[config.mk]
export PLATFORM = sky130hd
export DESIGN_NAME = id_stage_pipe
export DESIGN_NICKNAME = d
export VERILOG_FILES = /design/src/rtl/id_stage_pipe.sv
export SDC_FILE = /design/constraint.sdc
export NUM_CORES = 1
export LEC_CHECK = 0
export ABC_CLOCK_PERIOD_IN_PS = 4600
export CORE_UTILIZATION = 36
export DETAILED_ROUTE_END_ITERATION = 10
export GPL_ROUTABILITY_DRIVEN = 0
export PLACE_DENSITY_LB_ADDON = 0.08
export SLEW_MARGIN = 10
export SYNTH_ARGS = -nofsm -noshare
export SYNTH_HDL_FRONTEND = slang
export SYNTH_SLANG_ARGS = --single-unit
[constraint.sdc]
create_clock -name clk -period 4.6 [get_ports clk]
set_clock_uncertainty 0.05 [all_clocks]
set_input_delay 0.46 -clock clk [delete_from_list [all_inputs] [get_ports clk]]
set_output_delay 0.46 -clock clk [all_outputs]
set_load 0.02 [all_outputs]
[src/rtl/id_stage_pipe.sv]
// rtl/id_stage_pipe.sv - instruction decode stage with operand forwarding and load-use stall
//
// Purpose: decodes a 16-bit instruction from IF, reads the register file
// combinationally, forwards results of instructions still in EX/MEM, and
// registers the decoded slot toward EX with a valid/ready handshake.
//
// Ports:
//   clk, rst                      clock, asynchronous active-high reset
//   if_valid/if_ready/if_pc/if_inst   instruction handshake from IF
//   reg{1,2}_read, reg{1,2}_read_addr, reg{1,2}_data_in   regfile read ports
//   ex_wreg/ex_wd/ex_wdata/ex_is_load, mem_wreg/mem_wd/mem_wdata   writeback info ahead
//   flush                         kill the decode stage
//   id_valid/id_ready/id_pc, aluop, alusel, reg{1,2}_data_out,
//   wd_o, wreg_o, illegal_o, is_load_o   registered decoded slot toward EX

module id_stage_pipe #(
   parameter int DATA_W = 32,
   parameter int FWD_EN = 1
) (
   input  logic              clk,
   input  logic              rst,
   input  logic              if_valid,
   output logic              if_ready,
   input  logic [15:0]       if_pc,
   input  logic [15:0]       if_inst,
   output logic              reg1_read,
   output logic              reg2_read,
   output logic [3:0]        reg1_read_addr,
   output logic [3:0]        reg2_read_addr,
   input  logic [DATA_W-1:0] reg1_data_in,
   input  logic [DATA_W-1:0] reg2_data_in,
   input  logic              ex_wreg,
   input  logic [3:0]        ex_wd,
   input  logic [DATA_W-1:0] ex_wdata,
   input  logic              ex_is_load,
   input  logic              mem_wreg,
   input  logic [3:0]        mem_wd,
   input  logic [DATA_W-1:0] mem_wdata,
   input  logic              flush,
   output logic              id_valid,
   input  logic              id_ready,
   output logic [15:0]       id_pc,
   output logic [7:0]        aluop,
   output logic [2:0]        alusel,
   output logic [DATA_W-1:0] reg1_data_out,
   output logic [DATA_W-1:0] reg2_data_out,
   output logic [3:0]        wd_o,
   output logic              wreg_o,
   output logic              illegal_o,
   output logic              is_load_o
);

   logic [5:0]        op;
   logic [3:0]        rs1, rs2;
   logic              rd1_en, rd2_en;
   logic [7:0]        dec_aluop;
   logic [2:0]        dec_alusel;
   logic [3:0]        dec_wd;
   logic              dec_wreg, dec_illegal, dec_load;
   logic              use_imm, op1_zero;
   logic [DATA_W-1:0] fwd1, fwd2, op1, op2;
   logic              hazard, slot_free, capture;

   logic              id_valid_q, id_valid_d;
   logic [15:0]       id_pc_q, id_pc_d;
   logic [7:0]        aluop_q, aluop_d;
   logic [2:0]        alusel_q, alusel_d;
   logic [DATA_W-1:0] r1_q, r1_d, r2_q, r2_d;
   logic [3:0]        wd_q, wd_d;
   logic              wreg_q, wreg_d, illegal_q, illegal_d, is_load_q, is_load_d;

   assign op  = if_inst[15:10];
   assign rs1 = if_inst[9:6];
   assign rs2 = if_inst[5:2];

   always_comb begin
      rd1_en      = 1'b0;
      rd2_en      = 1'b0;
      dec_aluop   = 8'h00;
      dec_alusel  = 3'd0;
      dec_wd      = 4'd0;
      dec_wreg    = 1'b0;
      dec_illegal = 1'b0;
      dec_load    = 1'b0;
      use_imm     = 1'b0;
      op1_zero    = 1'b0;
      if (op == 6'h00) begin
         // NOP: everything stays at its default
      end else if (op <= 6'h0F) begin
         rd1_en = 1'b1; rd2_en = 1'b1;
         dec_aluop = {2'b00, op}; dec_alusel = 3'd1; dec_wd = rs1; dec_wreg = 1'b1;
      end else if (op <= 6'h1F) begin
         rd1_en = 1'b1; use_imm = 1'b1;
         dec_aluop = {2'b00, op}; dec_alusel = 3'd2; dec_wd = rs1; dec_wreg = 1'b1;
      end else if (op == 6'h20) begin
         // load: address comes from rs2, rs1 names the destination
         rd2_en = 1'b1; op1_zero = 1'b1;
         dec_aluop = 8'h20; dec_alusel = 3'd3; dec_wd = rs1; dec_wreg = 1'b1; dec_load = 1'b1;
      end else begin
         dec_illegal = 1'b1;
      end
   end

   // Youngest producer wins: EX result is newer than MEM result.
   always_comb begin
      fwd1 = reg1_data_in;
      fwd2 = reg2_data_in;
      if (FWD_EN != 0) begin
         if (ex_wreg && ex_wd == rs1)        fwd1 = ex_wdata;
         else if (mem_wreg && mem_wd == rs1) fwd1 = mem_wdata;
         if (ex_wreg && ex_wd == rs2)        fwd2 = ex_wdata;
         else if (mem_wreg && mem_wd == rs2) fwd2 = mem_wdata;
      end
      op1 = op1_zero ? '0 : fwd1;
      op2 = use_imm ? {{(DATA_W-6){if_inst[5]}}, if_inst[5:0]} : fwd2;
   end

   // A load in EX has no data yet; only operands really read can collide.
   assign hazard = ex_is_load && ex_wreg &&
                   ((rd1_en && ex_wd == rs1) || (rd2_en && ex_wd == rs2));
   assign slot_free = !id_valid_q || id_ready;
   assign if_ready  = !rst && !flush && slot_free && !hazard;
   assign capture   = if_valid && if_ready;

   assign reg1_read      = !rst && rd1_en;
   assign reg2_read      = !rst && rd2_en;
   assign reg1_read_addr = rst ? 4'd0 : rs1;
   assign reg2_read_addr = rst ? 4'd0 : rs2;

   always_comb begin
      id_valid_d = id_valid_q;
      id_pc_d    = id_pc_q;
      aluop_d    = aluop_q;
      alusel_d   = alusel_q;
      r1_d       = r1_q;
      r2_d       = r2_q;
      wd_d       = wd_q;
      wreg_d     = wreg_q;
      illegal_d  = illegal_q;
      is_load_d  = is_load_q;
      if (flush) begin
         id_valid_d = 1'b0;
      end else if (capture) begin
         id_valid_d = 1'b1;
         id_pc_d    = if_pc;
         aluop_d    = dec_aluop;
         alusel_d   = dec_alusel;
         r1_d       = op1;
         r2_d       = op2;
         wd_d       = dec_wd;
         wreg_d     = dec_wreg;
         illegal_d  = dec_illegal;
         is_load_d  = dec_load;
      end else if (slot_free) begin
         id_valid_d = 1'b0;
      end
   end

   always_ff @(posedge clk or posedge rst) begin
      if (rst) begin
         id_valid_q <= 1'b0;
         id_pc_q    <= 16'h0000;
         aluop_q    <= 8'h00;
         alusel_q   <= 3'd0;
         r1_q       <= '0;
         r2_q       <= '0;
         wd_q       <= 4'd0;
         wreg_q     <= 1'b0;
         illegal_q  <= 1'b0;
         is_load_q  <= 1'b0;
      end else begin
         id_valid_q <= id_valid_d;
         id_pc_q    <= id_pc_d;
         aluop_q    <= aluop_d;
         alusel_q   <= alusel_d;
         r1_q       <= r1_d;
         r2_q       <= r2_d;
         wd_q       <= wd_d;
         wreg_q     <= wreg_d;
         illegal_q  <= illegal_d;
         is_load_q  <= is_load_d;
      end
   end

   assign id_valid      = id_valid_q;
   assign id_pc         = id_pc_q;
   assign aluop         = aluop_q;
   assign alusel        = alusel_q;
   assign reg1_data_out = r1_q;
   assign reg2_data_out = r2_q;
   assign wd_o          = wd_q;
   assign wreg_o        = wreg_q;
   assign illegal_o     = illegal_q;
   assign is_load_o     = is_load_q;

endmodule

==> results of run 1 <==
-- power by group through the flow --
| stage | Sequential (mW) | Clock, mW | Combinational [mW] |
|---|---|---|---|
| finish | 1.12 | 0.801 | 1.23 |
| global route | 1.14 | 0.844 | 1.30 |
| CTS | 1.12 | 0.817 | 1.23 |
| detailed placement | 1.13 | 0 | 1.22 |
| global placement | 1.13 | 0 | 1.21 |
| floorplan | 1.32 | 0 | 0.377 |
-- metal layers --
| layer | wire (µm) | track usage, % | vias up |
|---|---|---|---|
| met2 | 11100 | 45.4 | 423 |
| met3 | 2200 | 6.61 | 68 |
| met5 | 0 | 0 | - |
| met4 | 896 | 16.6 | 0 |
| met1 | 9950 | 37.2 | 3096 |
| li1 | - | - | 2841 |
-- cells in the final DEF, fill, tap and decap left out, types with 10 or more instances in the layout --
master	count
a21oi_1	32
a22o_1	27
a31oi_1	33
a32o_1	10
a32oi_1	26
buf_4	16
clkdlybuf4s50_1	281
dfrtp_1	96
mux2_4	22
nand2_1	11
nand3_1	40
nor2b_1	15
nor3_1	29
o21ai_0	60
o22a_1	27
o31ai_1	26
xnor2_1	14
-- area by class of cell --
cell class	count	share of cell area [%]
inverters	8	0.361
repair buffers	298	32.6
clock inverters	6	0.833
flip-flops and latches	96	26.7
well taps	216	3.00
clock buffers	10	2.65
multi-input cells	434	33.9
-- final timing paths --
path,startpoint,end,slack (ps),depth (start not counted)
setup reg to reg,id_valid$_DFFE_PP0P_,alusel[1]$_DFFE_PP0P_,2060,6
hold reg to reg,is_load_o$_DFFE_PP0P_,is_load_o$_DFFE_PP0P_,450,1
hold / removal,is_load_o$_DFFE_PP0P_,is_load_o$_DFFE_PP0P_,450,1
setup / recovery,if_inst[15],if_ready,900,7
max in group asynchronous,rst,reg1_data_out[25]$_DFFE_PP0P_,2790,3
min in group asynchronous,rst,wreg_o$_DFFE_PP0P_,880,2
-- state kept, by name, summed over array words and instances, names as in the netlist --
name,count
wd_o,4
illegal_o,1
reg2_data_out,32
aluop,6
reg1_data_out,32
wreg_o,1
id_valid,1
is_load_o,1
alusel,2
id_pc,16
-- kinds of logic after synthesis --
kind of cell | after synthesis
AO/OA/AOI/OAI | 260
XOR/XNOR | 14
buffers and inverters | 84
flip-flops | 96
multiplexers | 27
other | 1
AND/OR/NAND/NOR | 130
-- per-stage QoR --
| stage | utilization [%] | setup slack (ps) |
|---|---|---|
| global placement | 55.0 | 1030 |
| CTS | 56.9 | 931 |
| floorplan | - | 1380 |
| global route | 56.9 | 769 |
| detailed placement | 55.0 | 885 |
| finish | 56.9 | 901 |
-- worst max-delay path, delay by kind of cell --
kind / cells / cell delay (ps)
buffers and inverters: 2 / 1270
AOI/OAI and AO/OA: 1 / 190
and+or+nand+nor: 3 / 1090
muxes: 1 / 160
==> metrics.txt, run 1 <==
mux contribution to synthesized area 6.62%; setup bufs post-CTS 0; Worst Path Required 4090 ps; switching share of total power 33.7%; slowest CP cell clkdlybuf4s50_1; post-synthesis xor/xnor area fraction 2.11%; Fillers 1408; Initial DRT Pass Iterations 5; largest family of logic cells by synthesized area compound AO/OA/AOI/OAI gates; most common cell in the netlist dfrtp_1; clock buffer depth 2; placed standard-cell area 8700 µm²; Area growth syn-to-layout 55.3%; Psw 1.06 mW; Worst Hold Class reg -> reg; sequential-to-total area share from yosys stat 41.4%; Yosys reg bits 96; Top FF cell, synth dfrtp_1; final setup fails 0; Crit. End Element output pin; initial DRC count 518; Die X 129 µm; Nets 1023; max-cap viol count 0; initial cell density of the core 36.7%; CTS Buf Count 9; crit path DAT 3190 ps; min Tclk post-route 3700 ps; Internal 2.09 mW; Slew Limit Fails 0; Pwr Density 349 nW/µm²; worst-path maximum fanout 15; initial antenna violation count 0; CTS resizes 0; Commonest cells post-synth dfrtp_1, o21ai_0, clkbuf_1, nand3_1, a31oi_1; Worst IR Drop VDD 0.194 mV; Highest Clock Rate 270 MHz; Synth Area in Compound Gates 31.3%; Worst-Skew Late Latency 350 ps; vias in the first global route 6497; Tcrit/Tclk final 80.4%; clock group share of total power 25.5%; Wirelength per Cell 22.6 µm; first-pass GRT wire length 36400 µm; fin area 9010 µm²; CP most frequent cell clkdlybuf4s50_1; Tightest Pin Transition 1040 ps; Post-Synth Adder-Cell Area 0%; logic gate share of total power 39.0%; clock root buffer clkbuf_16; fraction of layout cells with a size suffix above 1 7.51%; drt via density 6.02; Reg area 2400 µm²; Buffers on Ports 282; Multi-input gate area 3060 µm²; WS Path Type in -> out; total negative slack 0 ps; RSZ-0062 raised after global routing no; Unique masters post-synth 41; Min Hold Slack 446 ps; Synthesis Warnings 0; CTS tree built; Cells after Synth 612; post-synth top area cell dfrtp_1; Worst setup SP type primary input; EDFF count, synth 0; synth top area cells dfrtp_1, mux2_4, o21ai_0, a22o_1, o22a_1; Post-Syn Area 5810 µm²; Reg clk slew, reported paths 70 ps; Yosys top cell area share 41.4%; # diodes 0; leakage 3.34 nW; CTS sink cnt 96; Crit path largest cell delay 740 ps; detailed placement HPWL 16100 µm; worst-path cell chain clkdlybuf4s50_1 -> nor2b_1 -> mux2i_1 -> or3_1 -> o41a_1 -> and3_1 -> clkdlybuf4s50_1; CTS Hold Bufs 0; core area 15800 µm²; floorplan die height 129 µm; vias post-DR 6428; Hold Vio Cnt, Final 0; post-synthesis simple-gate area fraction 12.2%; final wirelength 24200 µm; DRT antenna net count 0; Core Rows 46; drt drc 0; Pwr Total 3.15 mW; outcome finished clean; htree depth 3; largest net degree at the start of global routing 47; Die Area 16600 µm²; async set-reset flop share out of synthesis 100%; Mean Syn Cell Area 9.49 µm²; sequential power share 35.5%; DP Cell Count 1052; Worst slew margin 30.8%; gr usage total 29.1%; IO Count 286; final std cells w/o fill 1068; GRT overflow 0
No activity file was read; power rests on OpenSTA's default activity.
==> run 2: changes to the inputs <==
Settings changed: ABC_CLOCK_PERIOD_IN_PS 4600 to 3160.
Clock period 4.6 ns to 3.16 ns, I/O delays scaled along.
==> run 2 against run 1 <==
Design area rose by 1.4%. Sequential share of layout area fell by 0.36 points. Total power rose by 46%. Routed wire length fell by 1.3%. Combinational power rose by 47%. Critical path type unchanged. First-iteration DRC count rose by 6.6%. Global-route usage fell by 0.66 points. Clock-buffer cell count did not move.
==> metrics.txt, run 2 (synthesis results as in run 1) <==
Core Rows 46 (unchanged); vias in the first global route 6289 (was 6497); WS Path Type in -> out (unchanged); crit path DAT 2600 ps (was 3190 ps); Area growth syn-to-layout 57.4% (was 55.3%); # diodes 0 (unchanged); Multi-input gate area 3060 µm² (unchanged); Die X 129 µm (unchanged); fraction of layout cells with a size suffix above 1 8.80% (was 7.51%); hold depth 1 (unchanged); CTS tree built (unchanged); IO Count 286 (unchanged); Fillers 1393 (was 1408); Reg clk slew, reported paths 70 ps (about the same); setup bufs post-CTS 0 (unchanged); total negative slack 0 ps (unchanged); Worst IR Drop VDD 0.272 mV (was 0.194 mV); fin area 9140 µm² (was 9010 µm²); Initial DRT Pass Iterations 6 (was 5); Worst slew margin 36.4% (was 30.8%); htree depth 3 (unchanged); Tightest Pin Transition 954 ps (was 1040 ps); routing usage on met3 6.49% (was 6.61%); Tcrit/Tclk final 94.0%; placed standard-cell area 8830 µm² (was 8700 µm²); CTS Buf Count 9 (unchanged); outcome finished clean (unchanged); CTS resizes 0 (unchanged); Reg area 2400 µm² (unchanged); drt drc 0 (unchanged); max-cap viol count 0 (unchanged); Slew Limit Fails 0 (unchanged); Die Area 16600 µm² (unchanged); initial DRC count 552 (was 518); clock root buffer clkbuf_16 (unchanged); worst reg2reg path depth 5 (was 6); Crit. End Element output pin (unchanged); RSZ-0062 raised after global routing no (unchanged); initial cell density of the core 36.7% (unchanged); detailed placement HPWL 16300 µm (was 16100 µm); gr busiest metal met2 (unchanged); Hold Vio Cnt, Final 0 (unchanged); min Tclk post-route 2970 ps; Buffers on Ports 282 (unchanged); Wirelength per Cell 22.1 µm (was 22.6 µm); met2 Track Usage GR 43.9% (was 45.4%); Worst Hold Class reg -> reg (unchanged); first-pass GRT wire length 35900 µm (was 36400 µm); CTS Hold Bufs 0 (unchanged); Worst setup SP type primary input (unchanged); M1 GR Usage 37.4% (was 37.2%); CTS sink cnt 96 (unchanged); gr usage total 28.5% (was 29.1%); Nets 1035 (was 1023); DRT antenna net count 0 (unchanged); floorplan die height 129 µm (unchanged); Pwr Density 503 nW/µm² (was 349 nW/µm²); GRT overflow 0 (unchanged); vias post-DR 6455 (was 6428); clock buffer depth 2 (unchanged); Highest Clock Rate 337 MHz; largest net degree at the start of global routing 64 (was 47); worst-path maximum fanout 4 (was 15); leakage 3.41 nW (was 3.34 nW); final wirelength 23800 µm (was 24200 µm); most frequent cells in the layout clkdlybuf4s50_1, dfrtp_1, o21ai_0 (unchanged); core area 15800 µm² (unchanged); final setup fails 0 (unchanged); leading cell type in the layout, fill and taps excluded clkdlybuf4s50_1 (unchanged); initial antenna violation count 0 (unchanged); Worst Path Required 2790 ps (was 4090 ps); Worst-Skew Late Latency 340 ps (was 350 ps); drt via density 5.98 (was 6.02)
run 2: changes by cell type in the layout (fill, tap and decap cells not counted):
cell / previous run / this run
buf_4: 16 / 25
buf_12: 0 / 3
inv_6: 1 / 3
clkinv_4: 2 / 1
inv_8: 1 / 0
run 2: path summary, 6_finish.rpt:
kind                                       from                       endpoint  slack, ps
setup / recovery                    if_inst[13]                       if_ready        190
hold / removal               wreg_o$_DFFE_PP0P_             wreg_o$_DFFE_PP0P_        440
setup reg to reg           id_valid$_DFFE_PP0P_          is_load_o$_DFFE_PP0P_        990
hold reg to reg              wreg_o$_DFFE_PP0P_             wreg_o$_DFFE_PP0P_        440
max in group asynchronous                   rst  reg2_data_out[18]$_DFFE_PP0P_       1800
min in group asynchronous                   rst          alusel[1]$_DFFE_PP0P_        590
run 2: metal layers:
metal / wire length (µm) / share of wire (%) / vias to the layer above
met5: 0 / 0 / -
met4: 936 / 3.9 / 0
met3: 2450 / 10 / 73
met2: 10800 / 45 / 434
met1: 9640 / 40 / 3090
li1: - / - / 2858
run 2: final cells by class:
| type | count | area share (%) |
|---|---|---|
| clock buffer | 10 | 2.62 |
| clock inverter | 6 | 0.794 |
| inverter | 8 | 0.356 |
| multi-input combinational | 434 | 33.4 |
| sequential | 96 | 26.3 |
| tap | 216 | 2.96 |
| timing repair buffer | 310 | 33.5 |
run 2: stage by stage:
stage               util [%]  hold WS [ps]  std cells  power, mW  worst slack [ps]
floorplan                  -           374        614       2.47              80.5
global route            57.7           469       1080       4.81               119
finish                  57.7           435       1080       4.60               191
CTS                     57.7           442       1080       4.63               181
global placement        55.8           418       1064       3.42               197
detailed placement      55.8           427       1064       3.44               137
run 2: worst max-delay path: stages:
cell and delay, ps:
clkdlybuf4s50_1 460, nor4_4 390, mux2i_1 150, or3_1 430, o41a_1 130, and3_1 180, clkdlybuf4s50_1 540
run 2: report_power, final:
group          switching (mW)  internal (mW)  leakage (nW)
registers               0.149           1.47          1.15
clock network           0.527          0.647         0.150
logic                   0.872          0.933          2.11
total                    1.55           3.05          3.41
